### config.mk
export PLATFORM = sky130hd
export DESIGN_NAME = sklansky_pipe_adder_flat
export DESIGN_NICKNAME = d
export VERILOG_FILES = /design/src/rtl/sklansky_pipe_adder_if.sv /design/src/rtl/sklansky_pipe_adder.sv /design/src/flat_wrapper.sv
export SDC_FILE = /design/constraint.sdc
export NUM_CORES = 1
export LEC_CHECK = 0
export BUFFER_PORTS_ARGS = -buffer_cell sky130_fd_sc_hd__buf_2
export CAP_MARGIN = 20
export CORE_UTILIZATION = 58
export DETAILED_ROUTE_END_ITERATION = 10
export PLACE_DENSITY = 0.83
export RECOVER_POWER = 50
export SETUP_SLACK_MARGIN = 0.3
export SKIP_CTS_REPAIR_TIMING = 1
export SYNTH_ARGS = -nofsm -noshare
export SYNTH_HDL_FRONTEND = slang
export SYNTH_SLANG_ARGS = --single-unit
### constraint.sdc
create_clock -name clk -period 6.15 [get_ports clk]
set_clock_uncertainty 0.2 [all_clocks]
set_input_delay 1.23 -clock clk [delete_from_list [all_inputs] [get_ports clk]]
set_output_delay 1.23 -clock clk [all_outputs]
set_load 0.02 [all_outputs]
### src/rtl/sklansky_pipe_adder_if.sv
// Operand/result handshake bundle for sklansky_pipe_adder.
// slave is the adder's view; master is the producer/consumer side.
interface sklansky_pipe_adder_if #(
    parameter int unsigned WIDTH = 32
) ();
    logic             in_valid;
    logic             in_ready;
    logic [WIDTH-1:0] in_a;
    logic [WIDTH-1:0] in_b;
    logic             in_cin;
    logic             in_sub;
    logic             out_valid;
    logic             out_ready;
    logic [WIDTH-1:0] out_sum;
    logic             out_cout;
    logic             out_ovf;
    logic             out_zero;
    logic             out_neg;

    modport slave (
        input  in_valid, in_a, in_b, in_cin, in_sub, out_ready,
        output in_ready, out_valid, out_sum, out_cout, out_ovf, out_zero, out_neg
    );

    modport master (
        output in_valid, in_a, in_b, in_cin, in_sub, out_ready,
        input  in_ready, out_valid, out_sum, out_cout, out_ovf, out_zero, out_neg
    );
endinterface

### src/rtl/sklansky_pipe_adder.sv
// Pipelined Sklansky prefix adder/subtractor with valid/ready flow control and global stall.
// Define SKLANSKY_FLAGS_EN to build the registered zero/negative result flags.
module sklansky_pipe_adder #(
    parameter int unsigned WIDTH        = 32,
    parameter int unsigned STAGE_LEVELS = 2
) (
    input logic                 clk,
    input logic                 rst,
    sklansky_pipe_adder_if.slave bus
);
    localparam int unsigned LOG2W  = $clog2(WIDTH);
    localparam int unsigned NSTAGE = 1 + (LOG2W + STAGE_LEVELS - 1) / STAGE_LEVELS;

    // Highest index of the lower half-block that bit i joins at level l.
    function automatic int unsigned lower_idx(input int unsigned i, input int unsigned l);
        return ((i >> (l + 1)) << (l + 1)) + (1 << l) - 1;
    endfunction

    logic             stall;
    logic [NSTAGE-1:0] valid_q;
    logic [WIDTH-1:0] g_q   [NSTAGE-1];
    logic [WIDTH-1:0] p_q   [NSTAGE-1];
    logic [WIDTH-1:0] ps_q  [NSTAGE-1];
    logic             cin_q [NSTAGE-1];
    logic [WIDTH-1:0] sum_q;
    logic             cout_q;
    logic             ovf_q;
    logic             zero_q;
    logic             neg_q;

    assign stall         = valid_q[NSTAGE-1] && !bus.out_ready;
    assign bus.in_ready  = !rst && !stall;
    assign bus.out_valid = valid_q[NSTAGE-1];
    assign bus.out_sum   = sum_q;
    assign bus.out_cout  = cout_q;
    assign bus.out_ovf   = ovf_q;
    assign bus.out_zero  = zero_q;
    assign bus.out_neg   = neg_q;

    always_ff @(posedge clk) begin
        if (rst) begin
            valid_q <= '0;
        end else if (!stall) begin
            valid_q <= {valid_q[NSTAGE-2:0], bus.in_valid};
        end
    end

    logic [WIDTH-1:0] b_eff;
    logic [WIDTH-1:0] g_in;
    logic [WIDTH-1:0] p_in;
    logic [WIDTH-1:0] pp_in;
    logic             cin_eff;

    // Carry-in is absorbed into bit 0's group, so prefix G[i] is the carry into bit i+1.
    always_comb begin
        b_eff    = bus.in_sub ? ~bus.in_b : bus.in_b;
        cin_eff  = bus.in_sub | bus.in_cin;
        p_in     = bus.in_a ^ b_eff;
        g_in     = bus.in_a & b_eff;
        g_in[0]  = g_in[0] | (p_in[0] & cin_eff);
        pp_in    = p_in;
        pp_in[0] = 1'b0;
    end

    always_ff @(posedge clk) begin
        if (!stall) begin
            g_q[0]   <= g_in;
            p_q[0]   <= pp_in;
            ps_q[0]  <= p_in;
            cin_q[0] <= cin_eff;
        end
    end

    for (genvar s = 1; s < NSTAGE; s++) begin : g_stage
        localparam int unsigned LO = (s - 1) * STAGE_LEVELS;
        localparam int unsigned HI = (s * STAGE_LEVELS < LOG2W) ? s * STAGE_LEVELS : LOG2W;

        logic [WIDTH-1:0] g_c;
        logic [WIDTH-1:0] p_c;

        // In-place update is safe: the partner index never has bit l set.
        always_comb begin
            g_c = g_q[s-1];
            p_c = p_q[s-1];
            for (int unsigned l = LO; l < HI; l++) begin
                for (int unsigned i = 0; i < WIDTH; i++) begin
                    if (((i >> l) & 1) == 1) begin
                        g_c[i] = g_c[i] | (p_c[i] & g_c[lower_idx(i, l)]);
                        p_c[i] = p_c[i] & p_c[lower_idx(i, l)];
                    end
                end
            end
        end

        if (s < NSTAGE - 1) begin : g_mid
            always_ff @(posedge clk) begin
                if (!stall) begin
                    g_q[s]   <= g_c;
                    p_q[s]   <= p_c;
                    ps_q[s]  <= ps_q[s-1];
                    cin_q[s] <= cin_q[s-1];
                end
            end
        end else begin : g_last
            logic [WIDTH-1:0] sum;

            assign sum = ps_q[s-1] ^ {g_c[WIDTH-2:0], cin_q[s-1]};

            always_ff @(posedge clk) begin
                if (rst) begin
                    sum_q  <= '0;
                    cout_q <= 1'b0;
                    ovf_q  <= 1'b0;
                end else if (!stall) begin
                    sum_q  <= sum;
                    cout_q <= g_c[WIDTH-1];
                    ovf_q  <= g_c[WIDTH-1] ^ g_c[WIDTH-2];
                end
            end

`ifdef SKLANSKY_FLAGS_EN
            always_ff @(posedge clk) begin
                if (rst) begin
                    zero_q <= 1'b0;
                    neg_q  <= 1'b0;
                end else if (!stall) begin
                    zero_q <= ~|sum;
                    neg_q  <= sum[WIDTH-1];
                end
            end
`else
            assign zero_q = 1'b0;
            assign neg_q  = 1'b0;
`endif
        end
    end
endmodule

### src/flat_wrapper.sv
// flat-port wrapper written by rule: the top's interface ports become plain ports
module sklansky_pipe_adder_flat 
#(
    parameter int unsigned WIDTH        = 32,
    parameter int unsigned STAGE_LEVELS = 2
)
  (clk, rst, bus_in_valid, bus_in_a, bus_in_b, bus_in_cin, bus_in_sub, bus_out_ready, bus_in_ready, bus_out_valid, bus_out_sum, bus_out_cout, bus_out_ovf, bus_out_zero, bus_out_neg);
  sklansky_pipe_adder_if #(.WIDTH(WIDTH)) bus_i ();
  input logic clk;
  input logic rst;
  input wire logic [$bits(bus_i.in_valid)-1:0] bus_in_valid;
  input wire logic [$bits(bus_i.in_a)-1:0] bus_in_a;
  input wire logic [$bits(bus_i.in_b)-1:0] bus_in_b;
  input wire logic [$bits(bus_i.in_cin)-1:0] bus_in_cin;
  input wire logic [$bits(bus_i.in_sub)-1:0] bus_in_sub;
  input wire logic [$bits(bus_i.out_ready)-1:0] bus_out_ready;
  output wire logic [$bits(bus_i.in_ready)-1:0] bus_in_ready;
  output wire logic [$bits(bus_i.out_valid)-1:0] bus_out_valid;
  output wire logic [$bits(bus_i.out_sum)-1:0] bus_out_sum;
  output wire logic [$bits(bus_i.out_cout)-1:0] bus_out_cout;
  output wire logic [$bits(bus_i.out_ovf)-1:0] bus_out_ovf;
  output wire logic [$bits(bus_i.out_zero)-1:0] bus_out_zero;
  output wire logic [$bits(bus_i.out_neg)-1:0] bus_out_neg;
  assign bus_i.in_valid = bus_in_valid;
  assign bus_i.in_a = bus_in_a;
  assign bus_i.in_b = bus_in_b;
  assign bus_i.in_cin = bus_in_cin;
  assign bus_i.in_sub = bus_in_sub;
  assign bus_i.out_ready = bus_out_ready;
  assign bus_in_ready = bus_i.in_ready;
  assign bus_out_valid = bus_i.out_valid;
  assign bus_out_sum = bus_i.out_sum;
  assign bus_out_cout = bus_i.out_cout;
  assign bus_out_ovf = bus_i.out_ovf;
  assign bus_out_zero = bus_i.out_zero;
  assign bus_out_neg = bus_i.out_neg;
  sklansky_pipe_adder #(.WIDTH(WIDTH), .STAGE_LEVELS(STAGE_LEVELS)) u_core (.clk(clk), .rst(rst), .bus(bus_i));
endmodule
# --- Word level (Yosys, flattened, before mapping) ---
# Memories as Yosys holds them, arrays and structs flattened.
# Cells that the tools add are included.
# W data, S select, Z words.
op_classes:
  mux: 2
  bitwise: 232
  reduce_logical: 5
ops:
  columns: ["operator", "n"]
  rows:
  - ["$and A1 B1 Y1", 145]
  - ["$or A1 B1 Y1", 82]
  - ["$xor A32 B32 Y32", 2]
  - ["$and A32 B32 Y32", 1]
  - ["$mux W32", 1]
  - ["$not A32 Y32", 1]
  - ["$logic_not A1 Y1", 3]
  - ["$logic_and A1 B1 Y1", 2]
  - ["$mux W1", 1]
  - ["$xor A1 B1 Y1", 1]
word_totals:
  reg_bits: 38
  ram_bits: 291
  input_bits: 70
  out_inout_bits: 38
  wordCells: 247
  n_memories: 4
memory_table:
  columns: ["memory", "words", "width", "read_ports", "rd_clocked_by_memory_dff", "write_ports", "line", "rtl"]
  rows:
  - ["u_core.g_q", 3, 32, 3, 0, 3, "sklansky_pipe_adder.sv:21", "logic [WIDTH-1:0] g_q [NSTAGE-1];"]
  - ["u_core.p_q", 3, 32, 3, 0, 3, "sklansky_pipe_adder.sv:22", "logic [WIDTH-1:0] p_q [NSTAGE-1];"]
  - ["u_core.ps_q", 3, 32, 3, 0, 3, "sklansky_pipe_adder.sv:23", "logic [WIDTH-1:0] ps_q [NSTAGE-1];"]
  - ["u_core.cin_q", 3, 1, 3, 0, 3, "sklansky_pipe_adder.sv:24", "logic cin_q [NSTAGE-1];"]

# --- Depth between registers and ports, before layout ---
# Gate-level depths: netlist (run 1).
logic_depth:
  word_depth: 5
  mapped_depth: 5
  depth_no_buf: 4

# --- Least setup slack after synthesis (run 1) ---
# No wires, ideal clock.
synth_path:
  kind: "in2reg"
  from: "input port bus_out_ready"
  to: "memory u_core.cin_q[0][0], enable pin"
  setup_time_ps: 493
  arrival_ps: 4075
  required_ps: 5457
  path_slack_ps: 1383
  path_stages: 3
  path_buffers: 1
  path_cell_list: "nor2b_4 inv_4 buf_2"
synth_rtl:
  columns: ["item", "line", "rtl"]
  rows:
  - ["from (decl)", "flat_wrapper.sv:16", "input wire logic [$bits(bus_i.out_ready)-1:0] bus_out_ready;"]
  - ["to (decl)", "sklansky_pipe_adder.sv:24", null]

# --- Final worst setup path (run 1) ---
layout_path:
  from: "input port bus_out_ready"
  to: "output port bus_in_ready"
layout_via:
  elab_chain_len: 4
layout_rtl:
  columns: ["item", "line", "rtl"]
  rows:
  - ["$logic_not A1 Y1", "sklansky_pipe_adder.sv:31", "assign stall = valid_q[NSTAGE-1] && !bus.out_ready;"]
  - ["$logic_and A1 B1 Y1", "sklansky_pipe_adder.sv:31", null]
  - ["$logic_not A1 Y1", "sklansky_pipe_adder.sv:32", "assign bus.in_ready = !rst && !stall;"]
  - ["$logic_and A1 B1 Y1", "sklansky_pipe_adder.sv:32", null]
  - ["to (decl)", "flat_wrapper.sv:17", "output wire logic [$bits(bus_i.in_ready)-1:0] bus_in_ready;"]
# Every way passes these cells.

==> results of run 1 <==
[registers in the layout (all words and copies together), names as in the netlist]
register and flops:
u_core.bus.out_ovf 1, u_core.cin_q 3, u_core.g_q 96, u_core.p_q 36
u_core.bus.out_sum 32, u_core.bus.out_cout 1, u_core.ps_q 96, u_core.valid_q 4
[cell usage in the layout (no fill, tap or decap)]
| master | netlist | layout |
|---|---|---|
| edfxtp_1 | 231 | 231 |
| or2_2 | 1 | 1 |
| o21ai_0 | 5 | 5 |
| xor2_1 | 46 | 46 |
| buf_4 | 6 | 1 |
| a21oi_1 | 18 | 18 |
| and2_0 | 0 | 10 |
| nand3b_1 | 14 | 14 |
| inv_1 | 1 | 1 |
| clkbuf_16 | 0 | 27 |
| nor2_1 | 20 | 20 |
| buf_16 | 0 | 1 |
| a211oi_1 | 18 | 18 |
| dfxtp_1 | 38 | 38 |
| nand2b_2 | 1 | 1 |
| clkbuf_1 | 3 | 13 |
| a21oi_2 | 2 | 2 |
| nand3_1 | 1 | 1 |
| clkinv_2 | 0 | 3 |
| clkinv_1 | 0 | 3 |
| inv_8 | 0 | 1 |
| and3_1 | 11 | 11 |
| buf_2 | 8 | 103 |
| nor2b_4 | 1 | 1 |
| nand2_1 | 9 | 9 |
| xnor2_1 | 17 | 17 |
| bufinv_16 | 0 | 1 |
| and2_1 | 22 | 12 |
| ha_1 | 33 | 33 |
| conb_1 | 1 | 2 |
| a21o_1 | 49 | 49 |
| or3_1 | 1 | 1 |
| o21ai_1 | 10 | 10 |
[layout make-up]
type                    count  area, um^2
multi-input cells         281        2118
well taps                 220       275.3
inverters                   2       15.01
repair buffers            107       558.0
clock inverters             7       56.30
flip-flops and latches    269        7697
clock buffers              38       716.9
fillers                  1016        5205
[power groups by stage]
stage,registers [W],logic (W),clock network (W)
2_1_floorplan,0.00249,0.000213,0
3_3_place_gp,0.00246,0.000382,0
3_5_place_dp,0.00248,0.000399,0
4_1_cts,0.00245,0.000406,0.00146
5_1_grt,0.00248,0.000440,0.00154
6_report,0.00244,0.000400,0.00144
[worst paths after layout]
kind	to	slack [ns]
worst min-delay path	u_core.g_q[0][80]	0.21
worst max register to register	u_core.bus.out_sum[12]	3.50
worst max-delay path	bus_in_ready	1.87
worst min register to register	u_core.g_q[0][80]	0.21
[cells in the mapped netlist, types with 2 or more instances]
library cell	n
a21oi_1	18
nand2_1	9
nand3b_1	14
dfxtp_1	38
a21o_1	49
o21ai_0	5
xor2_1	46
edfxtp_1	231
xnor2_1	17
and2_1	22
a211oi_1	18
nor2_1	20
buf_2	8
and3_1	11
o21ai_1	10
a21oi_2	2
ha_1	33
clkbuf_1	3
buf_4	6
[metrics by stage]
step | worst slack [ns] | area [um^2] | hold slack (ns)
after floorplan | 1.383 | 9933 | 0.2003
after global placement | 1.911 | 10640 | 0.2021
after detailed placement | 1.800 | 10640 | 0.2045
after CTS | 1.805 | 11410 | 0.2135
after global routing | 1.676 | 11440 | 0.2206
final | 1.868 | 11440 | 0.2113
[cells by family after synthesis]
| kind of cell | count (synthesis) | synth area share [%] |
|---|---|---|
| fa+ha+maj | 33 | 4.158 |
| simple gates | 81 | 4.637 |
| other cells | 1 | 0.03777 |
| buf+inv | 20 | 1.184 |
| flops | 269 | 77.52 |
| compound gates | 102 | 6.905 |
| xor+xnor | 63 | 5.557 |
[per-layer routing]
layer  part of all wire, %  track usage [%]  up-vias
met4                   2.4            6.897        0
met2                    50            30.57      144
met5                     0                0        -
li1                      -                -     2370
met1                    43            22.32     2306
met3                   5.0            3.410       27
==> flow_summary.json, run 1 <==
{
  "status": "finished with violations",
  "violations": "max-capacitance violations, max-slew violations",
  "finalCriticalPeriod_ns": 4.282,
  "end_kind": "output port",
  "dp_hpwl_mm": 9.712,
  "yosys.area.top_type": "edfxtp_1",
  "synth_area_mm2": 0.009930,
  "p_per_area_mw_per_mm2": 374.3,
  "grt_start_max_net_pins": 167,
  "vias": 4847,
  "hold_viol": 0,
  "die_h_um": 132.8,
  "required_ns": 4.72,
  "fp.dieArea_mm2": 0.01765,
  "p_clk_share_pct": 33.5,
  "cts-root-buf": "clkbuf_16",
  "syn_inst": 569,
  "startpoint_type": "primary input",
  "peakVddDrop_mv": 0.2405,
  "r2r_start": "u_core.valid_q[3]",
  "clock_tree.htree_level_count": 1,
  "placed_cells": 878,
  "syn_avg_cell_area_um2": 17.45,
  "io_pins": 108,
  "utilization_pct": 68.72,
  "rows": 47,
  "n_antenna_cell": 0,
  "max_stage_delay_ns": 0.45,
  "path_depth": 6,
  "grt_setup_unrepaired": "false",
  "synth_edf_count": 231,
  "path_clk_slew_ns": 0.06,
  "antenna_found_initial": 0,
  "die_w_um": 132.8,
  "power_frac_seq_pct": 57.1,
  "cp-startpoint": "bus_out_ready",
  "maxCapViolations": 1,
  "period_share_pct": 69.63,
  "vias_per_cell": 5.246,
  "slew_violations": 34,
  "clock_sinks": 269,
  "finalPower_w": 0.004281,
  "yosys-top-cells-area": "edfxtp_1 (70%), dfxtp_1 (7.7%), ha_1 (4.2%)",
  "hold_start": "u_core.g_q[0][48]",
  "grtUsageTotal_pct": 17.76,
  "swShare_pct": 22.30,
  "nets": 790,
  "p_leak_nw": 4.875,
  "gp_congestion": 0.7741,
  "p_sw_w": 0.0009547,
  "drt_iter0_drc": 315,
  "synthFlopType": "edfxtp_1",
  "drc_errors": 0,
  "yosys.area.top_type_share_pct": 69.86,
  "slew_headroom_pct": -50.09,
  "clk_latency_ns": 0.51,
  "synth_cell_types": 28,
  "final_antenna_net_count": 0,
  "p_comb_share_pct": 9.3,
  "hp-class": "flip-flop to flip-flop",
  "port_buffers": 105,
  "synth_warnings": 0,
  "r2r_cells": 6,
  "cpMaxStageDelayCell": "nor2b_4",
  "drive_above_1_share_pct": 20.17,
  "cts_tree": "done",
  "maxClockFrequency_mhz": 233.5,
  "cell_internal_pwr_w": 0.003327,
  "arrival_ns": 2.85,
  "worstMarginPinSlew_ns": 2.251,
  "ys_seq_elements": 269,
  "finalWirelength_mm": 15.31,
  "core_mm2": 0.01664,
  "numCtsBuffers": 26,
  "crit_type": "primary input to output port",
  "cp_num_buf_inv": 4,
  "hold_depth": 0,
  "grt_pass1_vias": 4967,
  "finalNonFillerCells": 924,
  "cts_buffer_depth": 3,
  "initial_utilization_pct": 59.66,
  "tns_ns": 0,
  "cp_max_fo": 166,
  "cp_cell_sequence": "clkbuf_1 > nor2b_4 > inv_8 > nand2b_2 > inv_1 > buf_2",
  "drtPass1Iterations": 4,
  "synth-async-reset-ratio_pct": 0,
  "drt-wirelength-per-cell_um": 16.57,
  "syn2layout_area_growth_pct": 15.18,
  "cp_top_family": "simple AND/OR/NAND/NOR gates",
  "setup_viol": 0,
  "grt_overflow": 0,
  "grt_pass1_wl_mm": 24.36,
  "synth-seq-area-share_pct": 77.52
}
Note: power is estimated with default switching activity, not from simulation.
==> run 2: changes to the inputs <==
CORE_UTILIZATION = 52   (was 58)
PLACE_DENSITY = 0.79   (was 0.83)
clock period = 3.54 ns   (was 6.15 ns; I/O delays follow)
==> run 2 against run 1 <==
  * The flow now finishes without violations
  * Die area grew 11%
  * Combinational power up 72%
  * Sequential cell count unchanged
  * Via count down 0.87%
  * Wire length shrank 2.4%
  * Final cell count is 1.8% higher
  * Total power up 80%
  * Final area up 1.1%
  * Largest power group unchanged
==> flow_summary.json, run 2 (synthesized netlist as in run 1, its figures left out) <==
{
  "status": "finished, final reports clean",
  "fp.dieArea_mm2": 0.01965,
  "die_w_um": 140.2,
  "crit_type": "flip-flop to output port",
  "vias_per_cell": 5.106,
  "grt_pass1_wl_mm": 23.70,
  "cp_top_family": "simple AND/OR/NAND/NOR gates",
  "clk_latency_ns": 0.52,
  "finalWirelength_mm": 14.95,
  "initial_utilization_pct": 53.08,
  "p_leak_nw": 4.929,
  "worstMarginPinSlew_ns": 0.9581,
  "final_common_cell": "edfxtp_1",
  "arrival_ns": 1.96,
  "grt_pass1_vias": 4851,
  "max_stage_delay_ns": 0.50,
  "cts_buffer_depth": 3,
  "cts_tree": "done",
  "grtUsageTotal_pct": 15.35,
  "hold_viol": 0,
  "drt-wirelength-per-cell_um": 15.89,
  "largestRegisters": "u_core.g_q: 96 flops, u_core.ps_q: 96 flops, u_core.p_q: 36 flops",
  "setup_viol": 0,
  "path_clk_slew_ns": 0.06,
  "layout_common_cells": "edfxtp_1 (231), buf_2 (104), a21o_1 (49), xor2_1 (46), dfxtp_1 (38)",
  "grt_start_max_net_pins": 192,
  "cpMaxStageDelayCell": "nor2b_4",
  "port_buffers": 105,
  "dp_hpwl_mm": 9.655,
  "n_antenna_cell": 0,
  "maxClockFrequency_mhz": 348.9,
  "die_h_um": 140.2,
  "finalCriticalPeriod_ns": 2.866,
  "clock_tree.htree_level_count": 1,
  "vias": 4805,
  "syn2layout_area_growth_pct": 16.51,
  "slew_violations": 0,
  "clock_sinks": 269,
  "gp_congestion": 0.7520,
  "tns_ns": 0,
  "startpoint_type": "flip-flop",
  "cp_num_buf_inv": 3,
  "io_pins": 108,
  "maxCapViolations": 0,
  "numCtsBuffers": 26,
  "slew_headroom_pct": 36.13,
  "cts-root-buf": "clkbuf_16",
  "utilization_pct": 61.85,
  "grt_setup_unrepaired": "false",
  "drtPass1Iterations": 4,
  "final_antenna_net_count": 0,
  "required_ns": 2.63,
  "end_kind": "output port",
  "drc_errors": 0,
  "core_mm2": 0.01871,
  "p_per_area_mw_per_mm2": 667.7,
  "hp-class": "flip-flop to flip-flop",
  "cp_max_fo": 21,
  "nets": 791,
  "peakVddDrop_mv": 0.3520,
  "rows": 50,
  "drt_iter0_drc": 257,
  "grt_overflow": 0,
  "cp_cell_sequence": "nor2b_4 > inv_8 > nand2b_1 > inv_1 > buf_2",
  "antenna_found_initial": 0,
  "drive_above_1_share_pct": 21.36,
  "period_share_pct": 80.97
}
-- run 2: cell types whose count changed in the layout (fill, tap and decap cells not counted), sizes merged --
cell,change
bufinv,+4
clkbuf,-7
clkinv,+3
buf,+2
clkinvlp,+1
-- run 2: area by class of cell --
| cell class | count | area [um^2] |
|---|---|---|
| flip-flops and latches | 269 | 7697 |
| fillers | 1277 | 7137 |
| multi-input cells | 281 | 2116 |
| clock buffers | 32 | 673.1 |
| repair buffers | 108 | 559.3 |
| well taps | 234 | 292.8 |
| clock inverters | 15 | 215.2 |
| inverters | 2 | 15.01 |
-- run 2: worst paths after layout --
check	startpoint	to	slack [ns]	cells past startpoint
worst max-delay path	u_core.valid_q[3]	bus_in_ready	0.67	5
worst min-delay path	u_core.ps_q[0][62]	u_core.ps_q[0][94]	0.21	0
worst max register to register	u_core.valid_q[3]	u_core.bus.out_sum[17]	1.41	5
worst min register to register	u_core.ps_q[0][62]	u_core.ps_q[0][94]	0.21	0
-- run 2: metrics by stage --
step | hold slack [ns] | total power, W | instance area [um^2] | setup slack [ns] | std cells
after floorplan | 0.2003 | 0.004688 | 9936 | 0.5067 | 570
after global placement | 0.2034 | 0.004922 | 10680 | 0.8906 | 894
after detailed placement | 0.2045 | 0.004993 | 10680 | 0.8465 | 894
after CTS | 0.2153 | 0.007800 | 11570 | 0.7560 | 941
after global routing | 0.2220 | 0.008031 | 11570 | 0.4432 | 941
final | 0.2134 | 0.007725 | 11570 | 0.6737 | 941
-- run 2: power by group --
| group | total, W | internal, W | leakage [nW] | switching [W] |
|---|---|---|---|---|
| registers | 0.00423 | 0.00400 | 2.86 | 0.000233 |
| clock network | 0.00280 | 0.00172 | 0.432 | 0.00108 |
| logic | 0.000688 | 0.000308 | 1.64 | 0.000380 |
-- run 2: per-layer routing --
metal | up-vias | part of all wire [%] | track usage, %
li1 | 2372 | - | -
met1 | 2300 | 43 | 19.30
met2 | 112 | 51 | 26.84
met3 | 21 | 4.1 | 2.496
met4 | 0 | 1.9 | 5.784
met5 | - | 0 | 0
==> run 3: changes to the inputs <==
ABC_AREA = 1   (was not set)
CORE_UTILIZATION = 58   (was 52)
PLACE_DENSITY = 0.83   (was 0.79)
clock period = 2.9 ns   (was 3.54 ns; I/O delays follow)
==> run 3 against run 2 <==
  * The run now ends with max-capacitance violations, max-slew violations left
  * Final area is 2.5% higher
  * Die area is 7.5% lower
  * Global-route usage is 1.8 points higher
  * Critical path type is now primary input to flip-flop
  * Largest power group unchanged
  * Critical path depth is 1 lower
  * Non-clock buffer count stayed put
  * Highest routed layer unchanged
  * Utilization is 6.9 points higher
  * Sequential cell count stayed put
  * Wire length is 4.3% higher
==> flow_summary.json, run 3 <==
{
  "status": "finished with violations",
  "violations": "max-capacitance violations, max-slew violations",
  "peakVddDrop_mv": 0.4809,
  "tns_ns": 0,
  "core_mm2": 0.01724,
  "drt_iter0_drc": 352,
  "max_stage_delay_ns": 1.09,
  "cts_buffer_depth": 3,
  "whs_ns": 0.1357,
  "maxClockFrequency_mhz": 426.9,
  "synth-seq-area-share_pct": 75.23,
  "synth_compound_area_share_pct": 6.860,
  "drtPass1Iterations": 5,
  "synthAdderAreaFrac_pct": 4.035,
  "synth-async-reset-ratio_pct": 0,
  "p_leak_nw": 5.160,
  "die_h_um": 134.8,
  "cts-root-buf": "clkbuf_16",
  "yosysMostFrequentCell": "edfxtp_1",
  "vias_per_cell": 5.018,
  "grtUsageTotal_pct": 17.14,
  "final_antenna_net_count": 0,
  "synth_xor_area_share_pct": 4.109,
  "yosys.area.top_type": "edfxtp_1",
  "initial_utilization_pct": 59.36,
  "gp_congestion": 0.7414,
  "cpMaxStageDelayCell": "clkbuf_1",
  "worstMarginPinSlew_ns": 1.532,
  "clock_sinks": 269,
  "clock_tree.htree_level_count": 1,
  "cp_cell_sequence": "clkbuf_1 > buf_12 > xor2_1 > ha_1",
  "rows": 48,
  "io_pins": 108,
  "synth_mux_area_share_pct": 0,
  "drt-wirelength-per-cell_um": 14.58,
  "ys_seq_elements": 269,
  "finalNonFillerCells": 1069,
  "cp_max_fo": 20,
  "grt_overflow": 0,
  "required_ns": 2.95,
  "synth_warnings": 0,
  "cts_tree": "done",
  "nets": 928,
  "end_kind": "flip-flop",
  "finalPower_w": 0.009664,
  "grt_start_max_net_pins": 199,
  "syn2layout_area_growth_pct": 15.85,
  "cp_num_buf_inv": 2,
  "netlist_top_cells_count": "edfxtp_1 (231), inv_1 (76), nand2_1 (73)",
  "path_clk_slew_ns": 0.06,
  "period_share_pct": 80.78,
  "synthFlopType": "edfxtp_1",
  "grt_setup_unrepaired": "false",
  "final_common_cell": "edfxtp_1",
  "synth_top_family_by_area": "compound AO/OA/AOI/OAI gates",
  "drc_errors": 0,
  "yosys.area.top_type_share_pct": 67.79,
  "fp.dieArea_mm2": 0.01818,
  "synth_edf_count": 231,
  "startpoint_type": "primary input",
  "synth_cell_types": 25,
  "grt_pass1_vias": 5194,
  "slew_headroom_pct": -2.161,
  "syn_inst": 706,
  "die_w_um": 134.8,
  "maxCapViolations": 1,
  "antenna_found_initial": 0,
  "finalInstanceArea_mm2": 0.01185,
  "syn_avg_cell_area_um2": 14.49,
  "grt_pass1_wl_mm": 24.09,
  "crit_type": "primary input to flip-flop",
  "n_antenna_cell": 0,
  "vias": 5364,
  "layout_common_cells": "edfxtp_1 (231), buf_2 (104), inv_1 (77), nand2_1 (73), o21ai_0 (44)",
  "hp-class": "primary input to flip-flop",
  "hold_viol": 0,
  "yosys-top-cells-area": "edfxtp_1 (68%), dfxtp_1 (7.4%), ha_1 (4.0%)",
  "largestRegisters": "u_core.g_q: 96 flops, u_core.ps_q: 96 flops, u_core.p_q: 36 flops",
  "p_per_area_mw_per_mm2": 815.3,
  "synth_area_mm2": 0.01023,
  "finalCriticalPeriod_ns": 2.343,
  "setup_viol": 0,
  "place_area_mm2": 0.01097,
  "arrival_ns": 2.39,
  "yosys.area_share.simple_pct": 5.454,
  "dp_hpwl_mm": 9.562,
  "finalWirelength_mm": 15.59,
  "slew_violations": 20,
  "placed_cells": 1022,
  "numCtsBuffers": 26,
  "drive_above_1_share_pct": 18.84,
  "clk_latency_ns": 0.51,
  "cp_top_family": "buffers and inverters",
  "fillCellCount": 1131,
  "port_buffers": 105
}
-- run 3: metrics by stage --
stage	util, %	setup slack [ns]
after floorplan	-	0.4118
after global placement	63.63	0.7103
after detailed placement	63.63	0.6375
after CTS	68.87	0.6536
after global routing	68.77	0.4786
final	68.77	0.5574
-- run 3: path summary, 6_finish.rpt --
path	from	end	slack, ns	cells after the start
max	bus_in_sub	u_core.ps_q[0][5]	0.56	4
min	bus_in_valid	u_core.valid_q[0]	0.14	3
max reg2reg	u_core.valid_q[3]	u_core.bus.out_sum[10]	0.83	4
min reg2reg	u_core.p_q[0][49]	u_core.p_q[0][81]	0.21	0
-- run 3: layout make-up --
cell class / count / area, um^2 / area share [%]
Inverter: 77 / 289.0 / 2.438
Clock inverter: 16 / 212.7 / 1.794
Multi-Input combinational cell: 343 / 2111 / 17.81
Clock buffer: 31 / 690.7 / 5.826
Timing Repair Buffer: 108 / 571.8 / 4.824
Tap cell: 225 / 281.5 / 2.375
Sequential cell: 269 / 7697 / 64.94
-- run 3: routing by layer --
layer,track usage [%],vias to the layer above,wire [um]
met2,29.98,126,7847
met3,2.853,34,644
met1,21.08,2495,6618
met5,0,-,0
li1,-,2709,-
met4,7.428,0,477
-- run 3: kinds of logic (layout without fill, tap and decap cells) --
family	Yosys count	count (layout)
AO/OA/AOI/OAI	124	124
other	1	2
flip-flops	269	269
adder cells (fa/ha/maj)	33	33
XOR/XNOR	48	48
AND/OR/NAND/NOR	136	136
buffers and inverters	95	232
-- run 3: worst register-to-register path, stage by stage (launching register included) --
cell and delay (ns):
dfxtp_1 0.36, nand2_8 0.10, clkbuf_4 0.94, o21ai_0 0.20
a21oi_1 0.19
-- run 3: power breakdown --
| part | switching (W) | total, W | internal [W] |
|---|---|---|---|
| sequential | 0.000299 | 0.00522 | 0.00492 |
| clock | 0.00137 | 0.00352 | 0.00215 |
| combinational | 0.000545 | 0.000923 | 0.000379 |
